<file path="src/rtl/bop_pkg.sv">
// Shared constants for the bop-it game: command codes, input count and FSM states.
// The game core imports the same codes, so encoder output and core stimulus compare directly.
package bop_pkg;

  localparam int unsigned NUM_INPUTS = 12;

  localparam logic [3:0] CODE_SW0   = 4'd0;
  localparam logic [3:0] CODE_SW1   = 4'd1;
  localparam logic [3:0] CODE_SW2   = 4'd2;
  localparam logic [3:0] CODE_SW3   = 4'd3;
  localparam logic [3:0] CODE_SW4   = 4'd4;
  localparam logic [3:0] CODE_SW5   = 4'd5;
  localparam logic [3:0] CODE_SW6   = 4'd6;
  localparam logic [3:0] CODE_SW7   = 4'd7;
  localparam logic [3:0] CODE_BTN_U = 4'd8;
  localparam logic [3:0] CODE_BTN_R = 4'd9;
  localparam logic [3:0] CODE_BTN_D = 4'd10;
  localparam logic [3:0] CODE_BTN_L = 4'd11;

  typedef enum logic [1:0] {
    IDLE,
    ARMED,
    HOLD
  } state_t;

  // Event vectors are indexed by command code, so the lowest set bit is the winning code.
  function automatic logic [3:0] lowest_code(input logic [NUM_INPUTS-1:0] ev);
    logic [3:0] code;
    code = '0;
    for (int i = int'(NUM_INPUTS) - 1; i >= 0; i--) begin
      if (ev[i]) code = 4'(i);
    end
    return code;
  endfunction

  // Clearing the lowest set bit leaves something only when two or more bits were set.
  function automatic logic multi_event(input logic [NUM_INPUTS-1:0] ev);
    return |(ev & (ev - {{(NUM_INPUTS-1){1'b0}}, 1'b1}));
  endfunction

endpackage

</file>
<file path="src/rtl/debounce_cell.sv">
// One player input: 2-flop synchronizer, stability counter, debounced level and
// single-cycle rise/fall pulses registered on the same edge the debounced level changes.
module debounce_cell #(
  parameter int unsigned DEBOUNCE_CYCLES = 500000,
  parameter int unsigned CNT_W           = 19
) (
  input  logic clk,
  input  logic rst_n,
  input  logic raw,
  output logic stable,
  output logic rise,
  output logic fall
);

  logic [1:0]       sync_q;
  logic [CNT_W-1:0] cnt_q;
  logic             stable_q;
  logic             rise_q;
  logic             fall_q;

  // Synchronize, count consecutive disagreeing cycles, and commit the new level with a pulse.
  always_ff @(posedge clk or negedge rst_n) begin
    if (!rst_n) begin
      sync_q   <= '0;
      cnt_q    <= '0;
      stable_q <= 1'b0;
      rise_q   <= 1'b0;
      fall_q   <= 1'b0;
    end else begin
      sync_q <= {sync_q[0], raw};
      rise_q <= 1'b0;
      fall_q <= 1'b0;
      if (sync_q[1] == stable_q) begin
        cnt_q <= '0;
      end else if (cnt_q == CNT_W'(DEBOUNCE_CYCLES - 1)) begin
        stable_q <= sync_q[1];
        cnt_q    <= '0;
        rise_q   <= sync_q[1];
        fall_q   <= ~sync_q[1];
      end else begin
        cnt_q <= cnt_q + CNT_W'(1);
      end
    end
  end

  assign stable = stable_q;
  assign rise   = rise_q;
  assign fall   = fall_q;

endmodule

</file>
<file path="src/rtl/bop_input_encoder.sv">
// Bop-it input front-end: debounces 4 buttons and 8 switches, turns press/flip events into
// a one-shot command code and hands it to the game core over a valid/ack handshake.
module bop_input_encoder
  import bop_pkg::*;
#(
  parameter int unsigned DEBOUNCE_CYCLES = 500000,
  parameter int unsigned CNT_W           = 19
) (
  input  logic       clk,
  input  logic       rst_n,
  input  logic       btnU,
  input  logic       btnR,
  input  logic       btnD,
  input  logic       btnL,
  input  logic [7:0] sw,
  input  logic       arm,
  input  logic       cmd_ack,
  output logic       cmd_valid,
  output logic [3:0] cmd_code,
  output logic       cmd_multi,
  output logic       cmd_overflow
);

  // Bit index equals command code: switches 0..7, then U, R, D, L.
  logic [NUM_INPUTS-1:0] raw;
  logic [NUM_INPUTS-1:0] stable;
  logic [NUM_INPUTS-1:0] rise;
  logic [NUM_INPUTS-1:0] fall;
  logic [NUM_INPUTS-1:0] ev;
  logic                  any_ev;
  state_t                state_q;

  assign raw = {btnL, btnD, btnR, btnU, sw};

  for (genvar i = 0; i < int'(NUM_INPUTS); i++) begin : g_cell
    debounce_cell #(
      .DEBOUNCE_CYCLES(DEBOUNCE_CYCLES),
      .CNT_W          (CNT_W)
    ) u_cell (
      .clk   (clk),
      .rst_n (rst_n),
      .raw   (raw[i]),
      .stable(stable[i]),
      .rise  (rise[i]),
      .fall  (fall[i])
    );
  end

  // Switches report both flip directions; buttons report presses only.
  assign ev     = {rise[11:8], rise[7:0] | fall[7:0]};
  assign any_ev = |ev;

  // Debounced levels and button release pulses are not needed by the capture logic.
  logic unused_levels;
  assign unused_levels = ^{stable, fall[11:8]};

  // Capture FSM: arm gates capture, HOLD presents one code until acked, extras flag overflow.
  always_ff @(posedge clk or negedge rst_n) begin
    if (!rst_n) begin
      state_q      <= IDLE;
      cmd_valid    <= 1'b0;
      cmd_code     <= '0;
      cmd_multi    <= 1'b0;
      cmd_overflow <= 1'b0;
    end else begin
      unique case (state_q)
        IDLE: begin
          if (arm) begin
            state_q      <= ARMED;
            cmd_overflow <= 1'b0;
          end
        end
        ARMED: begin
          if (!arm) begin
            state_q <= IDLE;
          end else if (any_ev) begin
            state_q   <= HOLD;
            cmd_valid <= 1'b1;
            cmd_code  <= lowest_code(ev);
            cmd_multi <= multi_event(ev);
          end
        end
        HOLD: begin
          // An event coinciding with the ack is still dropped as overflow.
          if (any_ev) cmd_overflow <= 1'b1;
          if (cmd_ack) begin
            cmd_valid <= 1'b0;
            state_q   <= arm ? ARMED : IDLE;
          end
        end
        default: state_q <= IDLE;
      endcase
    end
  end

endmodule

</file>
<file path="config.mk">
export PLATFORM = sky130hd
export DESIGN_NAME = bop_input_encoder
export DESIGN_NICKNAME = d
export VERILOG_FILES = /design/src/rtl/bop_pkg.sv /design/src/rtl/debounce_cell.sv /design/src/rtl/bop_input_encoder.sv
export SDC_FILE = /design/constraint.sdc
export NUM_CORES = 1
export LEC_CHECK = 0
export BUFFER_PORTS_ARGS = -buffer_cell sky130_fd_sc_hd__buf_2
export CORE_ASPECT_RATIO = 0.5
export CORE_MARGIN = 2
export CORE_UTILIZATION = 35
export CTS_CLUSTER_DIAMETER = 120
export DETAILED_ROUTE_END_ITERATION = 10
export HOLD_SLACK_MARGIN = 0.05
export SKIP_CTS_REPAIR_TIMING = 1
export SKIP_LAST_GASP = 1
export SLEW_MARGIN = 20
export SYNTH_ARGS = -nofsm -noshare
export SYNTH_HDL_FRONTEND = slang
export SYNTH_SLANG_ARGS = --single-unit
</file>
<file path="constraint.sdc">
create_clock -name clk -period 2 [get_ports clk]
set_clock_uncertainty 0.15 [all_clocks]
set_input_delay 0.1 -clock clk [delete_from_list [all_inputs] [get_ports clk]]
set_output_delay 0.1 -clock clk [all_outputs]
set_load 0.01 [all_outputs]
</file>
## Yosys cells after proc, flatten, opt, wreduce, memory -nomap -nowiden

Index checks and enable logic that the tools add are counted.

- Reduce and logical (&&, ||, !) cells: 21
- $add $sub $neg: 13
- Muxes and demuxes: 88
- Equality and inequality tests: 32
- Bitwise gates (word level): 22

Operators by type and width:

| operator | number |
|---|---|
| 19-bit 2-to-1 mux | 24 |
| 19-bit by 1-bit adder with 19-bit output, second input constant | 12 |
| 19-bit equality test, second input constant | 12 |
| 4-bit 2-to-1 mux | 12 |
| 1-bit 2-to-1 mux | 45 |
| 2-bit AND reduction | 12 |
| 12-bit OR reduction | 2 |
| 1-bit inverter | 20 |
| 12-bit AND | 1 |
| 1-bit equality test | 12 |
| 12-bit by 1-bit subtractor with 12-bit output, second input constant | 1 |
| 2-bit inequality test, second input constant | 5 |
| 3-bit AND reduction | 3 |
| 2-bit 2-to-1 mux | 4 |
| 8-bit OR | 1 |
| 2-bit one-hot mux with 3 select lines | 1 |
| 1-bit one-hot mux with 2 select lines | 2 |
| 4-bit AND reduction | 1 |
| 2-bit nonzero test | 2 |
| 3-bit inequality test, second input constant | 1 |
| 2-bit by 1-bit equality test with 1-bit output, second input constant | 1 |
| 2-bit equality test, second input constant | 1 |
| 2-bit zero test | 1 |

- Output and inout port bits: 7
- Flip-flop bits (word level): 293

## Longest topological paths before layout

- Word-level depth: 12
- Depth in mapped cells: 8

## Modules after synthesis

From an unflattened synthesis, not the netlist that was laid out.

- Cells, all modules: 1424
- Area total of the unflattened synthesis: 14473.9 um^2

By module, submodules not included:

| module | seq. area each (um^2) | area each (um^2) | instances | cells each |
|---|---|---|---|---|
| debounce_cell (g_cell[0].u_cell ...) | 600.6 | 1151.1 | 11 | 112 |
| debounce_cell (g_cell[9].u_cell) | 600.6 | 1162.4 | 1 | 110 |
| bop_input_encoder | 225.2 | 649.4 | 1 | 82 |

## Worst setup path before layout

Ideal clock, no wire load.

- Path kind: flip-flop to flip-flop
- Start: reg g_cell[4].u_cell.fall_q
- End: reg cmd_multi
- Cell stages (with the launch flop): 6
- Library setup time: 0.127 ns
- Buffers on the path: 0
- Slack: 0.042 ns
- Arrival time: 1.681 ns
- Clock period less this slack: 1.958 ns
- Required time: 1.723 ns
- Cell sequence: dfrtp_1 or4_1 or4_1 a211oi_2 o22a_2 a21oi_2

- Longest elaborated chain between the ends: 4
- Elaborated cells between the ends (all ways): 6

RTL lines:

| what | line | RTL |
|---|---|---|
| start, declared | debounce_cell.sv:19 | `logic fall_q;` |
| start signal, assigned | debounce_cell.sv:39 | `fall_q <= ~sync_q[1];` |
| 8-bit OR (*) | bop_input_encoder.sv:50 | `assign ev = {rise[11:8], rise[7:0] \| fall[7:0]};` |
| 12-bit by 1-bit subtractor with 12-bit output | bop_pkg.sv:38 | `return \|(ev & (ev - {{(NUM_INPUTS-1){1'b0}}, 1'b1}));` |
| 12-bit AND | bop_pkg.sv:38 |  |
| 12-bit OR reduction | bop_pkg.sv:38 |  |
| end signal, assigned | bop_input_encoder.sv:80 | `cmd_multi <= multi_event(ev);` |
| end, declared | bop_input_encoder.sv:20 | `output logic cmd_multi,` |

Every way passes the cells marked *; elsewhere a longest branch is shown, timed or not.
A chain may end at the register's enable or synchronous reset.

## Worst setup path in the final report

Same ends and word-level chain as after synthesis.

==> summary.md <==
| Metric | Value |
|---|---|
| Max VDD drop | `0.673 mV` |
| Via count of the routed design | `9376` |
| Total internal power | `0.00960 W` |
| Mean Syn Cell Area | `10.0 sq um` |
| CTS Buf Count | `29` |
| Worst-Skew Late Latency | `0.56 ns` |
| Setup TNS | `-0.0251 ns` |
| Clock transition at path regs | `0.06 ns` |
| Avg WL per Cell | `12.4 microns` |
| Total die area | `40500 sq um` |
| # rows | `50` |
| I/O pins | `23` |
| Power share of the sequential group | `0.496` |
| First-pass GRT wire length | `43300 microns` |
| CP Capture Type | `flop` |
| Synth area leaders | `dfrtp_1 (54%), nor2_1 (8.5%), xnor2_1 (8.5%)` |
| # clock sinks | `293` |
| Yosys top cell area share | `0.540` |
| Layout cell share with drive strength beyond 1 | `0.151` |
| Post-route cell area | `16300 sq um` |
| Relative slew margins | `0.691` |
| DR pass1 iterations | `4` |
| DRC violations left | `0` |
| I/O Buffers | `22` |
| Wire length on met3 | `670 microns` |
| DP Area | `14900 sq um` |
| Sequential area share after synthesis | `0.540` |
| Unrepaired setup endpoints after global routing | `yes` |
| Placed insts | `1937` |
| Die Ht | `143 microns` |
| Status | `finished with violations` |
| Total Wirelength | `25100 microns` |
| Pre-CTS setup slack | `-0.0148 ns` |
| CP required | `2.29 ns` |
| Net Switching | `0.00267 W` |
| Worst Path Max Fanout | `3` |
| Endpoints failing setup | `1` |
| Layout area overhead | `20.5%` |
| Comb pwr share | `0.038` |
| FFs w/ async S/R, synth | `1.00` |
| Largest net degree at the start of global routing | `54` |
| Yosys warns | `0` |
| DPL Wire Length | `16800 microns` |
| Gr usage total | `0.128` |
| Root Buffer Master | `clkbuf_16` |
| Post-Syn Instances | `1353` |
| # diodes | `0` |
| Mapped Area | `13600 sq um` |
| Synth Flop Type | `dfrtp_1` |
| Wire length on met1 | `12400 microns` |
| Initial Util | `0.359` |
| GR Overflow Total | `0` |
| #FFs+latches synth | `293` |
| Final Hold Fails | `0` |
| Yosys top cell by area | `dfrtp_1` |
| Final slew viol count | `0` |
| Min-Delay Path Class | `input port to flop` |
| Highest clock rate | `494 MHz` |
| Placer Congestion | `0.784` |
| Final std cells w/o fill | `2024` |
| CTS tree | `done` |
| Critical path class | `flop to flop` |
| CORE AREA | `37800 sq um` |
| P per Cell Area | `750 nW/um^2` |
| Syn nets | `1381` |
| Wire length on met2 | `11500 microns` |
| Leak | `6.89 nW` |
| Die extent in x | `282 microns` |
| DRT antenna net count | `0` |
| Final hold slack | `0.0524 ns` |
| Sw Ratio | `0.217` |
| Worst setup margin | `-0.0251 ns` |
| Vias in the first global route | `9117` |
| Critical Path AT | `2.32 ns` |
| Post-synth EDFFs | `0` |
| Fin crit share | `1.01` |
| DR vias/cell | `4.63` |
| DR top layer | `met4` |
| Total of max-cap violations | `0` |
| Clock share of power | `0.465` |
| Crit path time final | `2.03 ns` |
| CTS max path bufs | `3` |
| Failing checks | `negative setup slack` |
| Worst slew pin tran | `0.460 ns` |
| Nets | `1509` |
| Distinct cells, synth | `55` |
| 1st-iter DRT viols | `471` |
| Initial antenna violation count | `0` |
| Startpoint types | `flop` |
| H-tree depth | `1` |
[synth_stat cells, drive strengths merged (10+ instances only)]
cell and number:
nor3b 17, nor3 41, or4 10, buf 23
nand2 88, clkbuf 11, xor2 85, and3 25
nand3 96, mux2 12, nor4 33, inv 51
nand4 32, ha 12, dfrtp 293, or3 15
xnor2 131, nor2 309
[sequential cells by signal, summed over array words and instances (netlist names)]
register              count
cmd_code                  4
cmd_multi                 1
cmd_overflow              1
cmd_valid                 1
g_cell.u_cell.cnt_q     228
g_cell.u_cell.fall        8
g_cell.u_cell.rise       12
g_cell.u_cell.stable     12
g_cell.u_cell.sync_q     24
state_q                   2
[cell type report]
class                           count  area [sq um]
Clock buffer                       44           872
Inverter                           51           191
Tap cell                          520           651
Clock inverter                     10           135
Timing Repair Buffer              131          1160
Multi-Input combinational cell    975          6010
Fill cell                        3632         21400
Sequential cell                   293          7330
[power groups by stage]
stage          sequential (W)  clock, W  combinational [W]
3_3_place_gp          0.00619         0           0.000440
3_5_place_dp          0.00620         0           0.000444
2_1_floorplan         0.00618         0           0.000192
6_report              0.00609   0.00571           0.000472
4_1_cts               0.00609   0.00589           0.000446
5_1_grt               0.00610   0.00612           0.000545
[layer usage]
layer,GRT usage,vias up
li1,-,4743
met1,0.177,4514
met2,0.210,76
met3,0.0208,43
met4,0.0317,0
met5,0,-
[final timing paths]
path	start	to	slack [ns]	depth (start not counted)
hold / removal	sw[0]	g_cell[0].u_cell.sync_q[0]$_DFF_PN0_	0.05	2
max in group asynchronous	rst_n	g_cell[2].u_cell.cnt_q[6]$_DFF_PN0_	0.57	4
setup / recovery	g_cell[4].u_cell.fall$_DFF_PN0_	cmd_multi$_DFFE_PN0P_	-0.03	5
hold reg to reg	g_cell[7].u_cell.sync_q[0]$_DFF_PN0_	g_cell[7].u_cell.sync_q[1]$_DFF_PN0_	0.20	0
setup reg to reg	g_cell[4].u_cell.fall$_DFF_PN0_	cmd_multi$_DFFE_PN0P_	-0.03	5
min in group asynchronous	rst_n	g_cell[10].u_cell.cnt_q[17]$_DFF_PN0_	0.44	3
[cell families (layout without fill, tap and decap cells)]
group,count (synthesis),in the layout,synth area share
xor gates and xnor gates,216,216,0.139
AOI/OAI and AO/OA,28,28,0.0147
and+or+nand+nor,706,706,0.256
buffers and inverters,85,236,0.0277
DFF,293,293,0.540
adders and majority gates,12,12,0.0111
muxes,13,13,0.0107
[per-stage QoR]
step,total power (W),util
global placement,0.00663,0.394
global route,0.0128,0.433
detailed placement,0.00664,0.394
CTS,0.0124,0.420
finish,0.0123,0.433
floorplan,0.00637,-
[critical path, stage by stage, from the launching register on]
cell      delay [ns]
dfrtp_1         0.40
or4_4           0.55
or4_4           0.43
a211oi_2        0.19
o22a_2          0.16
a21oi_2         0.04
[layout by cell type (no fill, tap or decap), types with 5 or more instances in the layout]
cell type        n
dlygate4sd3_1   25
nand3_1         96
mux2_2          12
nor3_2           8
xnor2_1        131
buf_2           21
nor2_1         304
buf_4           70
clkbuf_16       29
ha_1            11
or2_2            6
inv_1           51
and4_1           5
or3_1           11
clkbuf_1         6
xor2_1          84
nand2b_1         7
and3_1          25
nor4_1          14
nor3b_1         16
clkbuf_8         9
a21oi_1          6
nand4_1         32
buf_12          12
or4_4            8
nor4_2          18
nand2_1         87
nor3_1          32
dfrtp_1        293
(Power assumes the default switching activity.)
